<file path="src/rtl/bus_arbiter_2m.sv">
// bus_if_types_pkg: transfer type and size encodings of the core's native
// master bus protocol.
//
// bus_arbiter_2m: shares one single-ported slave between two bstart/bdone
// masters (m0 = dbus, m1 = ibus).
//   clk, rst            : clock, asynchronous active-high reset
//   mN_breq, mN_bstart  : master N request qualifier / transaction request
//   mN_ttype, mN_tsize  : master N transfer type / size
//   mN_addr, mN_wdata   : master N byte address / write data
//   mN_rdata            : read data to master N (valid with mN_bdone)
//   mN_bdone, mN_berr   : completion pulse / watchdog error flag to master N
//   s_*                 : slave-side request fields, s_rdata / s_bdone back
// Round-robin arbitration with direct handoff to a waiting master, and a
// watchdog that force-completes a grant with an error after TIMEOUT busy
// cycles (TIMEOUT = 0 disables it).

package bus_if_types_pkg;
   typedef enum logic {
      READ  = 1'b0,
      WRITE = 1'b1
   } ttype_e;

   typedef enum logic [1:0] {
      BYTE = 2'b00,
      HALF = 2'b01,
      WORD = 2'b10
   } tsize_e;
endpackage

module bus_arbiter_2m
   import bus_if_types_pkg::*;
#(
   parameter int unsigned TIMEOUT = 1024
) (
   input  logic        clk,
   input  logic        rst,

   input  logic        m0_breq,
   input  logic        m0_bstart,
   input  ttype_e      m0_ttype,
   input  tsize_e      m0_tsize,
   input  logic [31:0] m0_addr,
   input  logic [31:0] m0_wdata,
   output logic [31:0] m0_rdata,
   output logic        m0_bdone,
   output logic        m0_berr,

   input  logic        m1_breq,
   input  logic        m1_bstart,
   input  ttype_e      m1_ttype,
   input  tsize_e      m1_tsize,
   input  logic [31:0] m1_addr,
   input  logic [31:0] m1_wdata,
   output logic [31:0] m1_rdata,
   output logic        m1_bdone,
   output logic        m1_berr,

   output logic        s_breq,
   output logic        s_bstart,
   output ttype_e      s_ttype,
   output tsize_e      s_tsize,
   output logic [31:0] s_addr,
   output logic [31:0] s_wdata,
   input  logic [31:0] s_rdata,
   input  logic        s_bdone
);

   typedef enum logic [1:0] {
      IDLE  = 2'b00,
      BUSY0 = 2'b01,
      BUSY1 = 2'b10
   } state_e;

   localparam bit          WD_EN   = (TIMEOUT != 0);
   // Only meaningful when WD_EN is set; the wrap for TIMEOUT = 0 is unused.
   localparam logic [15:0] WD_LAST = 16'(TIMEOUT - 1);

   state_e      state;
   logic        last_grant;
   logic [15:0] wd_cnt;

   logic        req0;
   logic        req1;
   logic        busy;
   logic        wd_fire;
   logic        xfer_done;

   assign req0      = m0_breq & m0_bstart;
   assign req1      = m1_breq & m1_bstart;
   assign busy      = (state != IDLE);
   assign wd_fire   = WD_EN && busy && (wd_cnt == WD_LAST) && !s_bdone;
   assign xfer_done = busy && (s_bdone || wd_fire);

   // Completion never re-grants the same master: its bstart is still high
   // in the bdone cycle, so it must pass through IDLE first.
   always_ff @(posedge clk or posedge rst) begin
      if (rst) begin
         state      <= IDLE;
         last_grant <= 1'b1;
         wd_cnt     <= '0;
      end else begin
         case (state)
            IDLE: begin
               if (req0 && (!req1 || last_grant)) begin
                  state      <= BUSY0;
                  last_grant <= 1'b0;
                  wd_cnt     <= '0;
               end else if (req1) begin
                  state      <= BUSY1;
                  last_grant <= 1'b1;
                  wd_cnt     <= '0;
               end
            end
            BUSY0: begin
               if (xfer_done) begin
                  if (req1) begin
                     state      <= BUSY1;
                     last_grant <= 1'b1;
                     wd_cnt     <= '0;
                  end else begin
                     state <= IDLE;
                  end
               end else begin
                  wd_cnt <= wd_cnt + 16'd1;
               end
            end
            BUSY1: begin
               if (xfer_done) begin
                  if (req0) begin
                     state      <= BUSY0;
                     last_grant <= 1'b0;
                     wd_cnt     <= '0;
                  end else begin
                     state <= IDLE;
                  end
               end else begin
                  wd_cnt <= wd_cnt + 16'd1;
               end
            end
            default: state <= IDLE;
         endcase
      end
   end

   always_comb begin
      s_breq   = 1'b0;
      s_bstart = 1'b0;
      s_ttype  = READ;
      s_tsize  = BYTE;
      s_addr   = '0;
      s_wdata  = '0;
      m0_rdata = '0;
      m0_bdone = 1'b0;
      m0_berr  = 1'b0;
      m1_rdata = '0;
      m1_bdone = 1'b0;
      m1_berr  = 1'b0;
      case (state)
         BUSY0: begin
            s_breq   = 1'b1;
            s_bstart = 1'b1;
            s_ttype  = m0_ttype;
            s_tsize  = m0_tsize;
            s_addr   = m0_addr;
            s_wdata  = m0_wdata;
            m0_rdata = wd_fire ? '0 : s_rdata;
            m0_bdone = s_bdone | wd_fire;
            m0_berr  = wd_fire;
         end
         BUSY1: begin
            s_breq   = 1'b1;
            s_bstart = 1'b1;
            s_ttype  = m1_ttype;
            s_tsize  = m1_tsize;
            s_addr   = m1_addr;
            s_wdata  = m1_wdata;
            m1_rdata = wd_fire ? '0 : s_rdata;
            m1_bdone = s_bdone | wd_fire;
            m1_berr  = wd_fire;
         end
         default: ;
      endcase
   end

endmodule

</file>
<file path="config.mk">
export PLATFORM = sky130hd
export DESIGN_NAME = bus_arbiter_2m
export DESIGN_NICKNAME = d
export VERILOG_FILES = /design/src/rtl/bus_arbiter_2m.sv
export SDC_FILE = /design/constraint.sdc
export NUM_CORES = 1
export LEC_CHECK = 0
export CAP_MARGIN = 10
export CORE_AREA = 2 2 121 123
export CTS_BUF_LIST = sky130_fd_sc_hd__clkbuf_4 sky130_fd_sc_hd__clkbuf_8 sky130_fd_sc_hd__clkbuf_16
export DETAILED_ROUTE_END_ITERATION = 10
export DIE_AREA = 0 0 123 125
export PLACE_DENSITY_LB_ADDON = 0.1
export SLEW_MARGIN = 20
export SYNTH_ARGS = -nofsm -noshare
export SYNTH_HDL_FRONTEND = slang
export SYNTH_SLANG_ARGS = --single-unit
</file>
<file path="constraint.sdc">
create_clock -name clk -period 2.4 [get_ports clk]
set_input_delay 0.72 -clock clk [delete_from_list [all_inputs] [get_ports clk]]
set_output_delay 0.72 -clock clk [all_outputs]
set_load 0.01 [all_outputs]
</file>
; ---- Word level (Yosys, flattened, before mapping)
; Cells that the tools add are included.
[word_totals]
register_bits = 19
inputBits = 173
[classes]
muxes = 31
reduce_logical = 15
bitwise = 3
n_eq_ne = 8
addsub = 1
[ops]
columns = cell, n
row1 = $pmux 32 s2, 2
row2 = $mux 32, 3
row3 = $mux 16, 5
row4 = $pmux 16 s3, 1
row5 = $add 16x1->16 const B, 1
row6 = $eq 16x10->1 const B, 1
row7 = $mux 1, 11
row8 = $mux 2, 5
row9 = $ne 2x2->1 const B, 3
row10 = $ne 3x3->1 const B, 2
row11 = $pmux 2 s3, 1
row12 = $logic_and 1x1->1, 4
row13 = $pmux 2 s2, 1
row14 = $reduce_and 4->1, 1
row15 = $pmux 1 s3, 1
row16 = $reduce_and 3->1, 1
row17 = $reduce_bool 3->1, 1
row18 = $and 1x1->1, 2
row19 = $eq 2x1->1 const B, 1
row20 = $eq 2x2->1 const B, 1
row21 = $logic_not 1->1, 2
row22 = $logic_not 2->1, 1
row23 = $logic_or 1x1->1, 2
row24 = $pmux 1 s2, 1
row25 = other kinds (4), 4

; ---- Logic depth before layout (Yosys ltp)
; Gate-level depths: netlist of the first run.
[depth]
word_depth = 7
depth_mapped = 9
mapped_depth_nobuf = 7

; ---- Least setup slack after synthesis of the first run
; No wires, ideal clock.
[synth_path]
kind = register -> output
from = register state[0]
to = output s_addr[30]
path_buffers = 2
t_arrival_ns = 1.932
stages_incl_launch_ff = 8
path_slack_ns = -0.252
path_cell_list = dfrtp_1 > inv_1 > ha_1 > inv_1 > nor2_1 > clkbuf_1 > buf_1 > a22o_1
[synth_between]
elab_chain_len = 2
elab_cells_between_ends = 3
cone_classes = eq/ne: 2 / mux: 1
[synth_rtl]
columns = element, line
row1 = start: declaration, 78  ; state_e state;
row2 = start signal: assignment, 98  ; state <= IDLE;
row3 = start signal: assignment, 105  ; state <= BUSY0;
row4 = start signal: assignment, 109  ; state <= BUSY1;
row5 = $eq 2x2->1 / $eq 2x1->1 (equally long branches), 158  ; case (state)
row6 = $pmux 32 s2 *, 158
row7 = end: declaration, 62  ; output logic [31:0] s_addr,
; Mark *: on every way between the ends. The rest lies on a longest branch, timed or not.

; ---- Final worst setup path of the first run
[layout_path]
from = register wd_cnt[14]
to = output m0_rdata[28]
[layout_between]
elab_chain_len = 5
[layout_rtl]
columns = element, line
row1 = start: declaration, 80  ; logic [15:0] wd_cnt;
row2 = start signal: assignment, 124  ; wd_cnt <= wd_cnt + 16'd1;
row3 = start signal: assignment, 137  ; wd_cnt <= wd_cnt + 16'd1;
row4 = $eq 16x10->1, 91  ; assign wd_fire = WD_EN && busy && (wd_cnt == WD_LAST) && !s_bdone;
row5 = $logic_and 1x1->1 (2 in series), 91
row6 = $mux 32, 166  ; m0_rdata = wd_fire ? '0 : s_rdata;
row7 = $mux 32, 158
row8 = end: declaration, 44  ; output logic [31:0] m0_rdata,
; Every way passes these cells.

==> flow_summary.json, run 1 <==
{
  "drt_wl_total_mm": 20.6,
  "period_needed_ps": 2830,
  "cp_common_cell": "buf_6",
  "ys_warn_count": 0,
  "synth.distinct_cells": 51,
  "pre_cts_slack_ps": -800,
  "finClkSkew_ps": 8.55,
  "arrival_ps": 2110,
  "finalWeightedCongestion": 0.899,
  "dp_hpwl_mm": 15.6,
  "netlist_area_sq_um": 2450,
  "postCtsHoldBufs": 0,
  "portBuffers": 309,
  "grt_use_total_pct": 25.4,
  "cp_slowest_stage_delay_ps": 400,
  "tightestPinTransition_ps": 405,
  "cts_tree": "done",
  "dr.pass1.iters": 4,
  "numCtsBuffers": 3,
  "grt-ovfl-total": 0,
  "violations": "negative setup slack",
  "ant_nets": 0,
  "synth_area_leaders": "a22o_1, dfrtp_1, and2_1",
  "power_density_nw_per_um2": 934,
  "drc": 0,
  "via_count": 4188,
  "worstSetupPathType": "reg -> out",
  "slowest_stage": "dfrtp_1",
  "drive_gt1_share_pct": 51.7,
  "stdcell_count": 898,
  "insertion_delay_ps": 260,
  "grt_setup_unrepaired": "yes",
  "synth_largest_area_cell": "a22o_1",
  "crit_chain": "nor4_4 > nand2_2 > nor3_4 > buf_6 > nor2b_4 > buf_12 > buf_16 > and2_4 > buf_6",
  "rows": 44,
  "die_y_microns": 125,
  "grt_start_max_net_pins": 20,
  "final_cell_mix": "clkdlybuf4s50_1, buf_6, and2_4",
  "path_clk_slew_ps": 50,
  "clock_path_buffers": 2,
  "synth_top_area_share_pct": 24.3,
  "status": "finished with violations",
  "cts_num_sinks": 19,
  "start_util_pct": 17.2,
  "timing.final.hold_violations": 0,
  "path_buf_inv": 4,
  "syn_inst": 302,
  "antenna_found_initial": 15,
  "grt_pass1_wl_mm": 28.7,
  "slew_headroom_pct": 72.3,
  "fmax_ghz": 0.354,
  "ctsHtreeMaxLevel": 1,
  "min_path_type": "reg -> reg",
  "p_leak_nw": 3.46,
  "synth-seq-cells": 19,
  "grt_pass1_vias": 4276,
  "clock-root-buffer": "clkbuf_16",
  "io_pins": 310,
  "path_max_fanout": 8,
  "die_x_microns": 123,
  "area_growth_pct": 206,
  "drv_cap": 0,
  "startpoint_type": "register",
  "avgSynthCellArea_sq_um": 8.11,
  "layout_commonest_cell": "clkdlybuf4s50_1",
  "dieArea_sq_um": 15400,
  "fin_ws_ps": -426,
  "nNetsFinal": 883,
  "yosysSeqAreaShare_pct": 19.5,
  "numPlacedInstances": 837,
  "cp_data_required_time_ps": 1680,
  "syn-num-nets": 480,
  "period_share_pct": 118,
  "routedWlPerCell_microns": 23.0,
  "core_area_sq_um": 14200,
  "end_kind": "output port",
  "drt_iter0_drc": 208,
  "path_delay_family": "simple AND/OR/NAND/NOR gates",
  "via_per_inst": 4.66,
  "setup_viol": 135,
  "report.final.slew_viol_count": 0,
  "peakVddDrop_uv": 855
}
## power breakdown
part           switching [mW]  total, mW  internal (mW)  leakage, nW
registers              0.0268      0.393          0.366        0.259
logic                    2.67       6.26           3.58         3.16
clock network           0.125      0.349          0.224       0.0409
## state kept, by name, summed over array words and instances (netlist names)
| register | count |
|---|---|
| last_grant | 1 |
| state | 2 |
| wd_cnt | 16 |
## Yosys cell counts (all sizes together)
master / n
o32a: 1
a31o: 1
nor2: 10
a21o: 3
mux2i: 1
and4: 1
a22o: 68
a221o: 1
a2111oi: 4
nor4: 5
nand3: 16
nand2: 7
o311ai: 3
nor2b: 2
dfrtp: 18
a21oi: 6
buf: 8
clkbuf: 17
or4: 1
nand4: 1
a31oi: 3
dfstp: 1
o22a: 1
nor3: 9
a22oi: 2
and2: 69
inv: 10
ha: 5
a211oi: 4
or2: 1
and3: 10
o21ai: 8
a211o: 4
o21a: 1
## per-stage QoR
stage	util (%)	cell area (sq um)	power (mW)	setup TNS (ps)	hold slack (ps)
4_1_cts	51.3	7280	6.79	-34220	536
5_1_grt	52.6	7470	7.32	-46250	547
3_5_place_dp	44.1	6260	4.90	-75960	528
6_report	52.8	7490	7.00	-34010	530
2_1_floorplan	-	2470	2.27	0	482
3_3_place_gp	44.1	6260	4.88	-72630	523
## cells by family after synthesis
logic type      after synthesis  synth area share [%]
compound gates              110                  39.0
simple gates                132                  32.3
fa+ha+maj                     5                  2.55
buf+inv                      35                  6.18
flops                        19                  19.5
mux                           1                 0.409
## repair_timing
item,CTS,global route
pin swaps,72,30
endpoints found under the setup margin,147,139
buffers inserted,32,8
resized for setup,798,53
gates cloned,15,0
## worst reg2reg max path, stage by stage, from the launching register on
cell	delay (ps)
dfrtp_1	370
inv_2	70
buf_6	110
ha_4	180
and2_4	180
buf_12	160
buf_4	150
a22oi_2	210
nor3_4	60
or2_0	220
buf_4	170
a211o_1	290
## area by class of cell
type                       instances  area [sq um]
antenna                           10          25.0
clock buffer                       3          75.1
clock inverter                     1          5.00
fill                            1303          6710
inverter                          10          42.5
multi-input combinational        251          2250
sequential                        19           477
tap                              184           230
timing repair buffer             420          4390
## path summary, 6_finish.rpt
path / from / end / slack [ps] / cells after the start
setup reg to reg: state[1]$_DFFE_PP0P_ / wd_cnt[13]$_DFFE_PP0P_ / 100 / 11
min in group asynchronous: rst / wd_cnt[15]$_DFFE_PP0P_ / 790 / 3
max in group asynchronous: rst / last_grant$_DFFE_PP1P_ / 1330 / 3
setup / recovery: wd_cnt[14]$_DFFE_PP0P_ / m0_rdata[28] / -430 / 9
hold / removal: last_grant$_DFFE_PP1P_ / last_grant$_DFFE_PP1P_ / 530 / 1
hold reg to reg: last_grant$_DFFE_PP1P_ / last_grant$_DFFE_PP1P_ / 530 / 1
## layer usage
metal	up-vias	track usage [%]	routed length, microns
met1	1968	31.9	8130
li1	1975	-	-
met2	197	40.2	9250
met5	-	0	90
met4	14	3.14	292
met3	34	12.9	2850
(Power assumes the default switching activity.)
==> run 2, diff against run 1 <==
--- a/config.mk
+++ b/config.mk
@@ -10,6 +10,7 @@
 export CTS_BUF_LIST = sky130_fd_sc_hd__clkbuf_4 sky130_fd_sc_hd__clkbuf_8 sky130_fd_sc_hd__clkbuf_16
 export DETAILED_ROUTE_END_ITERATION = 10
 export DIE_AREA = 0 0 123 125
+export GPL_TIMING_DRIVEN = 0
 export PLACE_DENSITY_LB_ADDON = 0.1
 export SLEW_MARGIN = 20
 export SYNTH_ARGS = -nofsm -noshare
==> constraint.sdc (replaced) <==
create_clock -name clk -period 2.4 [get_ports clk]
set_input_delay 0.6 -clock clk [delete_from_list [all_inputs] [get_ports clk]]
set_output_delay 0.6 -clock clk [all_outputs]
set_load 0.05 [all_outputs]
==> flow_summary.json, run 2 (same netlist as run 1, synthesis figures left out) <==
{
  "crit_start": "state[1]$_DFFE_PP0P_",
  "arrival_ps": 2050,
  "timing.final.hold_violations": 0,
  "n_antenna_cell": 0,
  "tightestPinTransition_ps": 794,
  "slowest_stage": "dfrtp_1",
  "dr.pass1.iters": 4,
  "routedWlPerCell_microns": 20.2,
  "met2_usage_pct": 37.5,
  "nNetsFinal": 832,
  "finClkSkew_ps": 4.09,
  "top_regs": "wd_cnt: 16 flops, state: 2 flops, last_grant: 1 flops",
  "layout_commonest_cell": "clkdlybuf4s50_1",
  "numPlacedInstances": 795,
  "dieArea_sq_um": 15400,
  "rows": 44,
  "met3_usage_pct": 8.12,
  "grtUsageMet1_pct": 23.1,
  "crit_chain": "inv_2 > ha_4 > and2_4 > buf_12 > clkbuf_16 > clkbuf_16 > a22o_4 > buf_12",
  "start_util_pct": 17.2,
  "grt-ovfl-total": 0,
  "grt_setup_unrepaired": "yes",
  "worstSetupPathType": "reg -> out",
  "cts_tree": "done",
  "portBuffers": 309,
  "path_max_fanout": 8,
  "fmax_ghz": 0.377,
  "via_per_inst": 4.66,
  "final_cell_mix": "clkdlybuf4s50_1, buf_8, a22o_4",
  "slew_headroom_pct": 47.0,
  "fin_hold_ws_ps": 533,
  "clock_path_buffers": 2,
  "violations": "negative setup slack",
  "drv_cap": 0,
  "grt_use_total_pct": 20.7,
  "period_needed_ps": 2650,
  "drt_iter0_drc": 129,
  "top_usage_layer": "met2",
  "cts_num_sinks": 19,
  "clock-root-buffer": "clkbuf_16",
  "cp.depth": 8,
  "reg2regPathDepth": 9,
  "status": "finished with violations",
  "finalWeightedCongestion": 0.902,
  "area_growth_pct": 235,
  "r2r_start": "state[1]$_DFFE_PP0P_",
  "cp_data_required_time_ps": 1800,
  "ant_nets": 0,
  "drc": 0,
  "drive_gt1_share_pct": 57.7,
  "insertion_delay_ps": 260,
  "grt_pass1_wl_mm": 24.4,
  "core_area_sq_um": 14200,
  "grt_start_max_net_pins": 20,
  "grt_pass1_vias": 4174,
  "setup_viol": 135,
  "largest_reg_flops": 16,
  "path_delay_family": "buffers and inverters",
  "io_pins": 310,
  "report.final.slew_viol_count": 0,
  "antenna_found_initial": 0,
  "die_y_microns": 125,
  "cp_slowest_stage_delay_ps": 390,
  "fin_ws_ps": -250,
  "p_leak_nw": 3.67,
  "numCtsBuffers": 3,
  "regToRegEndpoint": "wd_cnt[5]$_DFFE_PP0P_",
  "min_path_type": "reg -> reg",
  "peakVddDrop_uv": 499,
  "ctsHtreeMaxLevel": 1,
  "dp_hpwl_mm": 12.9,
  "path_clk_slew_ps": 60,
  "period_share_pct": 110,
  "drt_wl_total_mm": 16.9,
  "die_x_microns": 123,
  "startpoint_type": "register",
  "regMostFlops": "wd_cnt",
  "end_kind": "output port",
  "power_density_nw_per_um2": 1160,
  "via_count": 3903,
  "stdcell_count": 837,
  "cp-endpoint": "s_wdata[21]",
  "reg2reg_slack_ps": 40,
  "postCtsHoldBufs": 0,
  "path_buf_inv": 5
}
[run 2: cell count changes in the layout (fill, tap and decap cells not counted), moves of 9 or more]
cell / delta
buf_12: +9
buf_8: +117
and2_2: +9
buf_2: -28
diode_2: -10
a22o_4: +56
and2_4: -12
a22o_1: -56
buf_16: -10
buf_6: -117
clkbuf_16: +10
buf_4: -32
[run 2: metrics by stage]
step                      total power [mW]  utilization (%)  area (sq um)  setup TNS, ps  setup slack, ps
after floorplan                       4.79                -          2910          -83.1            -83.1
after global placement                6.78             43.9          6230        -130520            -1080
after detailed placement              6.78             43.9          6230        -133680            -1110
after CTS                             9.12             55.5          7890         -24350             -257
after global routing                  9.90             57.7          8200         -32070             -335
final                                 9.50             57.7          8200         -22190             -250
[run 2: worst min path at each step]
stage | slack, ps | endpoint | start | cells past startpoint
2_1_floorplan | 480 | wd_cnt[0]$_DFFE_PP0P_ | wd_cnt[0]$_DFFE_PP0P_ | 1
4_1_cts | 530 | last_grant$_DFFE_PP1P_ | last_grant$_DFFE_PP1P_ | 1
3_3_place_gp | 510 | wd_cnt[0]$_DFFE_PP0P_ | wd_cnt[0]$_DFFE_PP0P_ | 1
3_5_place_dp | 520 | wd_cnt[15]$_DFFE_PP0P_ | wd_cnt[15]$_DFFE_PP0P_ | 1
5_1_grt | 540 | last_grant$_DFFE_PP1P_ | last_grant$_DFFE_PP1P_ | 1
6_report | 530 | last_grant$_DFFE_PP1P_ | last_grant$_DFFE_PP1P_ | 1
[run 2: worst register-to-register path, stage by stage, from the launching register on]
cell	delay, ps
dfrtp_1	360
inv_2	70
ha_4	300
clkinvlp_4	110
buf_4	150
buf_4	150
or4_4	560
a2111oi_0	410
a31oi_1	70
o21ai_1	110
[run 2: area by class of cell]
| type | count | area, sq um |
|---|---|---|
| sequential | 19 | 480 |
| buffer | 25 | 413 |
| tap | 184 | 230 |
| multi-input combinational | 249 | 2730 |
| clock buffer | 4 | 82.6 |
| inverter | 10 | 45.0 |
| timing repair buffer | 346 | 4220 |
| fill | 1201 | 6000 |
[run 2: power breakdown]
group	switching (mW)	internal [mW]
logic	4.61	4.12
registers	0.0252	0.366
clock network	0.136	0.238
total	4.77	4.73
[run 2: layer usage]
| metal | vias to the layer above | share of wire, % |
|---|---|---|
| met5 | - | 0 |
| met2 | 176 | 52 |
| li1 | 1855 | - |
| met4 | 0 | 1.5 |
| met3 | 15 | 11 |
| met1 | 1857 | 36 |
[run 2: repair_timing]
item | in CTS | in global routing
gates cloned | 10 | 2
pin swaps | 84 | 36
endpoints found under the setup margin | 137 | 142
setup buffers | 22 | 8
resized for setup | 1198 | 85
